**src/rtl/spart_pkg.sv**
```systemverilog
`default_nettype none
// +----------------------------------------------------------------------+
// | spart_pkg : shared SPART types and constants (tx and rx)  | rev 1.0  |
// +----------------------------------------------------------------------+
package spart_pkg;

   localparam int SPART_DATA_BITS            = 8;
   localparam int SPART_DEFAULT_CLKS_PER_BIT = 434;

   typedef enum logic [1:0] {
      IDLE  = 2'd0,
      START = 2'd1,
      DATA  = 2'd2,
      STOP  = 2'd3
   } spart_tx_state_t;

endpackage
`default_nettype wire

```
**src/rtl/spart_tx_if.sv**
```systemverilog
`default_nettype none
// +----------------------------------------------------------------------+
// | spart_tx_if : bus-side handshake and serial pin of spart_tx | rev 1.0 |
// +----------------------------------------------------------------------+
interface spart_tx_if;

   logic                                 tx_write;
   logic [spart_pkg::SPART_DATA_BITS-1:0] tx_data;
   logic                                 tbr;
   logic                                 tx;
   logic                                 tx_busy;

   modport master (
      output tx_write,
      output tx_data,
      input  tbr,
      input  tx,
      input  tx_busy
   );

   modport slave (
      input  tx_write,
      input  tx_data,
      output tbr,
      output tx,
      output tx_busy
   );

endinterface
`default_nettype wire

```
**src/rtl/spart_baud_gen.sv**
```systemverilog
`default_nettype none
// +----------------------------------------------------------------------+
// | spart_baud_gen : bit-period counter, tick on last cycle    | rev 1.0  |
// +----------------------------------------------------------------------+
module spart_baud_gen #(
   parameter int CLKS_PER_BIT = 434
) (
   input  logic clk,
   input  logic rst,
   input  logic clear,
   output logic bit_tick
);

   localparam int            CW   = (CLKS_PER_BIT > 1) ? $clog2(CLKS_PER_BIT) : 1;
   localparam logic [CW-1:0] LAST = CW'(CLKS_PER_BIT - 1);

   logic [CW-1:0] cnt_q;
   logic [CW-1:0] cnt_d;

   always_comb begin
      cnt_d = cnt_q + 1'b1;
      if (clear || (cnt_q == LAST)) begin
         cnt_d = '0;
      end
   end

   always_ff @(posedge clk) begin
      if (rst) begin
         cnt_q <= '0;
      end else begin
         cnt_q <= cnt_d;
      end
   end

   assign bit_tick = (cnt_q == LAST);

endmodule
`default_nettype wire

```
**src/rtl/spart_tx.sv**
```systemverilog
`default_nettype none
// +----------------------------------------------------------------------+
// | spart_tx : 8N1 transmitter with one-byte holding register | rev 1.0  |
// +----------------------------------------------------------------------+
module spart_tx
   import spart_pkg::*;
#(
   parameter int CLKS_PER_BIT = SPART_DEFAULT_CLKS_PER_BIT
) (
   input  logic       clk,
   input  logic       rst,
   spart_tx_if.slave  bus
);

   localparam int                 IW       = $clog2(SPART_DATA_BITS);
   localparam logic [IW-1:0]      LAST_BIT = IW'(SPART_DATA_BITS - 1);

   spart_tx_state_t              state_q, state_d;
   logic [SPART_DATA_BITS-1:0]   thr_q, thr_d;
   logic                         thr_full_q, thr_full_d;
   logic [SPART_DATA_BITS-1:0]   shift_q, shift_d;
   logic [IW-1:0]                idx_q, idx_d;
   logic                         tx_q, tx_d;
   logic                         busy_q, busy_d;
   logic                         load;
   logic                         bit_tick;

   spart_baud_gen #(
      .CLKS_PER_BIT (CLKS_PER_BIT)
   ) u_baud (
      .clk      (clk),
      .rst      (rst),
      .clear    (load || (state_q == IDLE)),
      .bit_tick (bit_tick)
   );

   always_comb begin
      state_d    = state_q;
      thr_d      = thr_q;
      thr_full_d = thr_full_q;
      shift_d    = shift_q;
      idx_d      = idx_q;
      load       = 1'b0;

      // A load needs a full THR, so it can never collide with an accepted write.
      if (bus.tx_write && !thr_full_q) begin
         thr_d      = bus.tx_data;
         thr_full_d = 1'b1;
      end

      case (state_q)
         IDLE: begin
            if (thr_full_q) load = 1'b1;
         end
         START: begin
            if (bit_tick) state_d = DATA;
         end
         DATA: begin
            if (bit_tick) begin
               if (idx_q == LAST_BIT) begin
                  state_d = STOP;
               end else begin
                  shift_d = shift_q >> 1;
                  idx_d   = idx_q + 1'b1;
               end
            end
         end
         STOP: begin
            if (bit_tick) begin
               if (thr_full_q) load = 1'b1;
               else            state_d = IDLE;
            end
         end
         default: state_d = IDLE;
      endcase

      if (load) begin
         shift_d    = thr_q;
         thr_full_d = 1'b0;
         idx_d      = '0;
         state_d    = START;
      end

      // Pin is registered from the next state so it changes with the state.
      case (state_d)
         START:   tx_d = 1'b0;
         DATA:    tx_d = shift_d[0];
         default: tx_d = 1'b1;
      endcase
      busy_d = (state_d != IDLE);
   end

   always_ff @(posedge clk) begin
      if (rst) begin
         state_q    <= IDLE;
         thr_q      <= '0;
         thr_full_q <= 1'b0;
         shift_q    <= '0;
         idx_q      <= '0;
         tx_q       <= 1'b1;
         busy_q     <= 1'b0;
      end else begin
         state_q    <= state_d;
         thr_q      <= thr_d;
         thr_full_q <= thr_full_d;
         shift_q    <= shift_d;
         idx_q      <= idx_d;
         tx_q       <= tx_d;
         busy_q     <= busy_d;
      end
   end

   assign bus.tbr     = ~thr_full_q;
   assign bus.tx      = tx_q;
   assign bus.tx_busy = busy_q;

endmodule
`default_nettype wire

```
**src/flat_wrapper.sv**
```systemverilog
// flat-port wrapper written by rule: the top's interface ports become plain ports
module spart_tx_flat import spart_pkg::*;
#(
   parameter int CLKS_PER_BIT = SPART_DEFAULT_CLKS_PER_BIT
)
  (clk, rst, bus_tx_write, bus_tx_data, bus_tbr, bus_tx, bus_tx_busy);
  spart_tx_if bus_i ();
  input  logic clk;
  input  logic rst;
  input wire logic [$bits(bus_i.tx_write)-1:0] bus_tx_write;
  input wire logic [$bits(bus_i.tx_data)-1:0] bus_tx_data;
  output wire logic [$bits(bus_i.tbr)-1:0] bus_tbr;
  output wire logic [$bits(bus_i.tx)-1:0] bus_tx;
  output wire logic [$bits(bus_i.tx_busy)-1:0] bus_tx_busy;
  assign bus_i.tx_write = bus_tx_write;
  assign bus_i.tx_data = bus_tx_data;
  assign bus_tbr = bus_i.tbr;
  assign bus_tx = bus_i.tx;
  assign bus_tx_busy = bus_i.tx_busy;
  spart_tx #(.CLKS_PER_BIT(CLKS_PER_BIT)) u_core (.clk(clk), .rst(rst), .bus(bus_i));
endmodule
```
**config.mk**
```make
export PLATFORM = sky130hd
export DESIGN_NAME = spart_tx_flat
export DESIGN_NICKNAME = d
export VERILOG_FILES = /design/src/rtl/spart_pkg.sv /design/src/rtl/spart_tx_if.sv /design/src/rtl/spart_baud_gen.sv /design/src/rtl/spart_tx.sv /design/src/flat_wrapper.sv
export SDC_FILE = /design/constraint.sdc
export NUM_CORES = 1
export LEC_CHECK = 0
export ABC_AREA = 0
export CAP_MARGIN = 0
export CORE_UTILIZATION = 45
export DETAILED_ROUTE_END_ITERATION = 7
export SLEW_MARGIN = 20
export SYNTH_ARGS = -nofsm -noshare
export SYNTH_HDL_FRONTEND = slang
export SYNTH_SLANG_ARGS = --single-unit
export TNS_END_PERCENT = 100
```
**constraint.sdc**
```tcl
create_clock -name clk -period 5.27 [get_ports clk]
set_input_delay 1.581 -clock clk [delete_from_list [all_inputs] [get_ports clk]]
set_output_delay 1.581 -clock clk [all_outputs]
set_load 0.01 [all_outputs]
```
==> reports/results.tsv <==
stage	metric	value	unit
sta	number of setup violations in the final report	0	
clock_network	total CTS buffers	5	
worst_setup_path	startpoint kind of the worst setup timing path	primary input	
worst_setup_path	origin of the critical flop-to-flop path	u_core.u_baud.cnt_q[0]$_SDFF_PP0_	
clock_network	number of hold buffers added after cts	0	
place	Placed Cells incl. Taps	206	
detailed_routing	total wirelength of the detailed-routed design	2.67	mm
yosys	most instantiated library cell after synthesis	dfxtp_1	
worst_setup_path	depth of the critical timing path with buffers and inverters included	3	
yosys	ys async rst share	0	%
grt	number of antenna violations at the first check in global routing	0	
grt	residual overflow from global routing	0	
sta	total negative slack	0	ns
outcome	result of the run	finished, final reports clean	
yosys	share of synthesized area occupied by flip-flops and latches	43.0	%
finish	area growth from synthesis to layout	12.1	%
finish	layout filler cell count	317	
finish	post-route insts no fill	213	
finish	number of diodes added for antenna fixing	0	
grt	global-route wire length before repair	4.69	mm
worst_setup_path	type of the worst setup path	in2reg	
worst_setup_path	sum of buffers and inverters on the critical path	1	
place	Final Wtd Congestion	0.775	
yosys	post-synthesis cell type count	33	
detailed_routing	post-route antenna net violation count	0	
floorplanning	number of core rows	20	
yosys	top cell types by occurrence after synthesis	dfxtp_1 (33), nor2_1 (30), mux2i_1 (17)	
worst_setup_path	reg-to-reg slack, setup	2.86	ns
yosys	count of state elements after synthesis	33	
sta	worst slew margin relative to its limit	33.5	%
finish	fin nets	188	
worst_setup_path	cell family with the largest share of critical-path delay	buffers and inverters	
yosys	top cells by area in the synthesized netlist	dfxtp_1 (43%), mux2i_1 (11%), nor2_1 (7.3%), ha_1 (6.5%), a211oi_2 (5.7%)	
clock_network	cell at the root of the clock tree	clkbuf_4	
sta	number of pins exceeding their max-slew limit in the final report	0	
detailed_routing	Detailed Routing Iterations Pass 1	4	
detailed_routing	post-detailed-route wirelength per cell	12.5	um
yosys	ys flop type	dfxtp_1	
yosys	area fraction of the dominant cell type after synthesis	43.0	%
finish	layout cells sized above 1	8.88	%
clock_network	Worst-Skew Late Latency	0.33	ns
grt	via count of the first global-routing pass	1136	
sta	unrepaired setup endpoints after global routing	no	
floorplanning	Die W	60.4	um
grt	Tot GR Track Use	17.5	%
floorplanning	die outline height	60.4	um
clock_network	post-CTS setup-driven buffer insertion count	0	
worst_setup_path	cell depth of the worst flop-to-flop path	6	
worst_setup_path	worst-path cell chain	clkdlybuf4s50_1 -> or3_1 -> nor2_1	
sta	Final Hold Fails	0	
yosys	syn avg cell area	9.72	sq um
yosys	number of enable flip-flop cells after synthesis	0	
yosys	library cell with the largest summed area after synthesis	dfxtp_1	
floorplanning	Core Region	0.00315	sq mm
sta	clock tree skew after final layout	0.00204	ns
place	HPWL Detailed	1.89	mm
yosys	net count after synthesis	177	
worst_setup_path	endpoint of the lowest-slack register-to-register path	u_core.bus.tx$_SDFF_PP1_	
floorplanning	I/O pin total	14	
hold_path	Min-Delay Path Class	reg2reg	
floorplanning	die area	0.00365	sq mm
hold_path	worst hold path depth	2	
place	placed standard-cell area	0.00167	sq mm
sta	slew at the pin closest to its max-slew limit	0.994	ns
yosys	Post-Syn Area	0.00154	sq mm
worst_setup_path	Worst Path Max Fanout	25	
sta	fraction of the cycle the final worst path needs	59.1	%
sta	fin crit period	3.11	ns
power	leakage power of the design	0.704	nW
clock_network	largest buffer count on any clock path	2	
floorplanning	effective utilization at floorplan	48.7	%
finish	post-route cell area	0.00172	sq mm
detailed_routing	first-iteration detailed-routing DRC count	42	
clock_network	Clock Sinks	33	
clock_network	CTS-repair resized insts	0	
hold_path	hold endpoint	u_core.shift_q[7]$_SDFFE_PP0P_	
power	worst voltage drop across the vdd grid	0.000199	V
worst_setup_path	biggest cell delay along the critical path	0.91	ns
worst_setup_path	arrival time at the worst endpoint	3.37	ns
worst_setup_path	endpoint type of the worst setup path	flip-flop	
worst_setup_path	Required @ worst endpoint	5.53	ns
hold_path	startpoint of the lowest-slack hold path	u_core.thr_q[7]$_SDFFE_PP0P_	
power	Power per Cell Area	280	mW/mm^2
yosys	Yosys Warn Count	0	
place	number of port buffers	13	
yosys	cell count after synthesis	158	
detailed_routing	average via count per standard cell	5.21	
clock_network	post-CTS clock slew at the launch and capture registers of the worst setup and hold paths	0.09	ns
worst_setup_path	master of the slowest instance on the critical path	clkdlybuf4s50_1	
flow_run	maxcap violations	0	
detailed_routing	Via Count	1110	
sta	upper clock frequency limit	321	MHz
clock_network	Max H-tree Level	2	
grt	maximum number of pins on one net before global-route repair	26	
clock_network	CTS tree	done	
detailed_routing	detailed-route DRC error count	0	
[routing by layer]
metal | GRT usage [%] | vias up | wire length, um
met5 | 0 | - | 0
met4 | 7.47 | 0 | 40
met3 | 6.61 | 5 | 100
met2 | 30.8 | 15 | 1320
met1 | 18.7 | 519 | 1210
li1 | - | 571 | -
[worst register-to-register path, stage by stage, from the launching register on]
cell	delay [ns]
dfxtp_1	0.42
ha_1	0.17
and4b_1	0.34
nand4b_1	0.66
mux2i_1	0.47
a221o_1	0.20
nand2_1	0.05
[worst max path at each step]
| stage | start | to | slack (ns) |
|---|---|---|---|
| 3_3_place_gp | rst | u_core.u_baud.cnt_q[8]$_SDFF_PP0_ | 1.85 |
| 6_report | rst | u_core.u_baud.cnt_q[0]$_SDFF_PP0_ | 2.16 |
| 3_5_place_dp | rst | u_core.u_baud.cnt_q[4]$_SDFF_PP0_ | 1.77 |
| 2_1_floorplan | bus_tx_write | u_core.thr_q[0]$_SDFFE_PP0P_ | 2.82 |
| 5_1_grt | rst | u_core.u_baud.cnt_q[0]$_SDFF_PP0_ | 2.06 |
| 4_1_cts | rst | u_core.u_baud.cnt_q[0]$_SDFF_PP0_ | 2.13 |
[flip-flops by register name, summed over array words and instances, names as in the netlist]
signal,count
u_core.thr_q,8
u_core.bus.tx_busy,1
u_core.bus.tx,1
u_core.idx_q,3
u_core.thr_full_q,1
u_core.u_baud.cnt_q,9
u_core.shift_q,8
u_core.state_q,2
[layout by cell type (no fill, tap or decap), types with 6 or more instances in the layout]
cell type / n
dfxtp_1: 33
a211oi_2: 7
nand2_1: 6
clkdlybuf4s50_1: 13
ha_1: 8
nor2_1: 30
mux2i_1: 17
nor3_1: 7
[power breakdown]
part / internal [mW] / switching, mW
Clock: 0.0629 / 0.0786
Combinational: 0.0331 / 0.0362
Sequential: 0.264 / 0.00822
[cells by family (layout without fill, tap and decap cells)]
family	after synthesis	after routing	synth area share [%]
buffers and inverters	14	25	4.72
and+or+nand+nor	57	57	17.3
adders and majority gates	8	8	6.51
xor gates and xnor gates	8	8	4.56
muxes	17	17	11.1
AOI/OAI and AO/OA	21	21	12.8
DFF	33	33	43.0
[through the flow]
stage               utilization, %  power [mW]  hold WS (ns)  setup WS [ns]
global placement              52.9       0.346         0.449           1.85
detailed placement            52.9       0.348         0.459           1.77
global route                  54.6       0.513         0.489           2.06
finish                        54.6       0.483         0.469           2.16
floorplan                        -       0.329         0.431           2.82
CTS                           54.6       0.489         0.474           2.13
[layout make-up]
type | count | area, sq um | share of cell area, %
timing repair buffer | 13 | 130 | 7.55
tap | 44 | 55.1 | 3.20
sequential | 33 | 661 | 38.3
multi-input combinational | 111 | 803 | 46.6
clock buffer | 7 | 55.1 | 3.20
inverter | 5 | 18.8 | 1.09
Power figures use the tool's default switching activity.
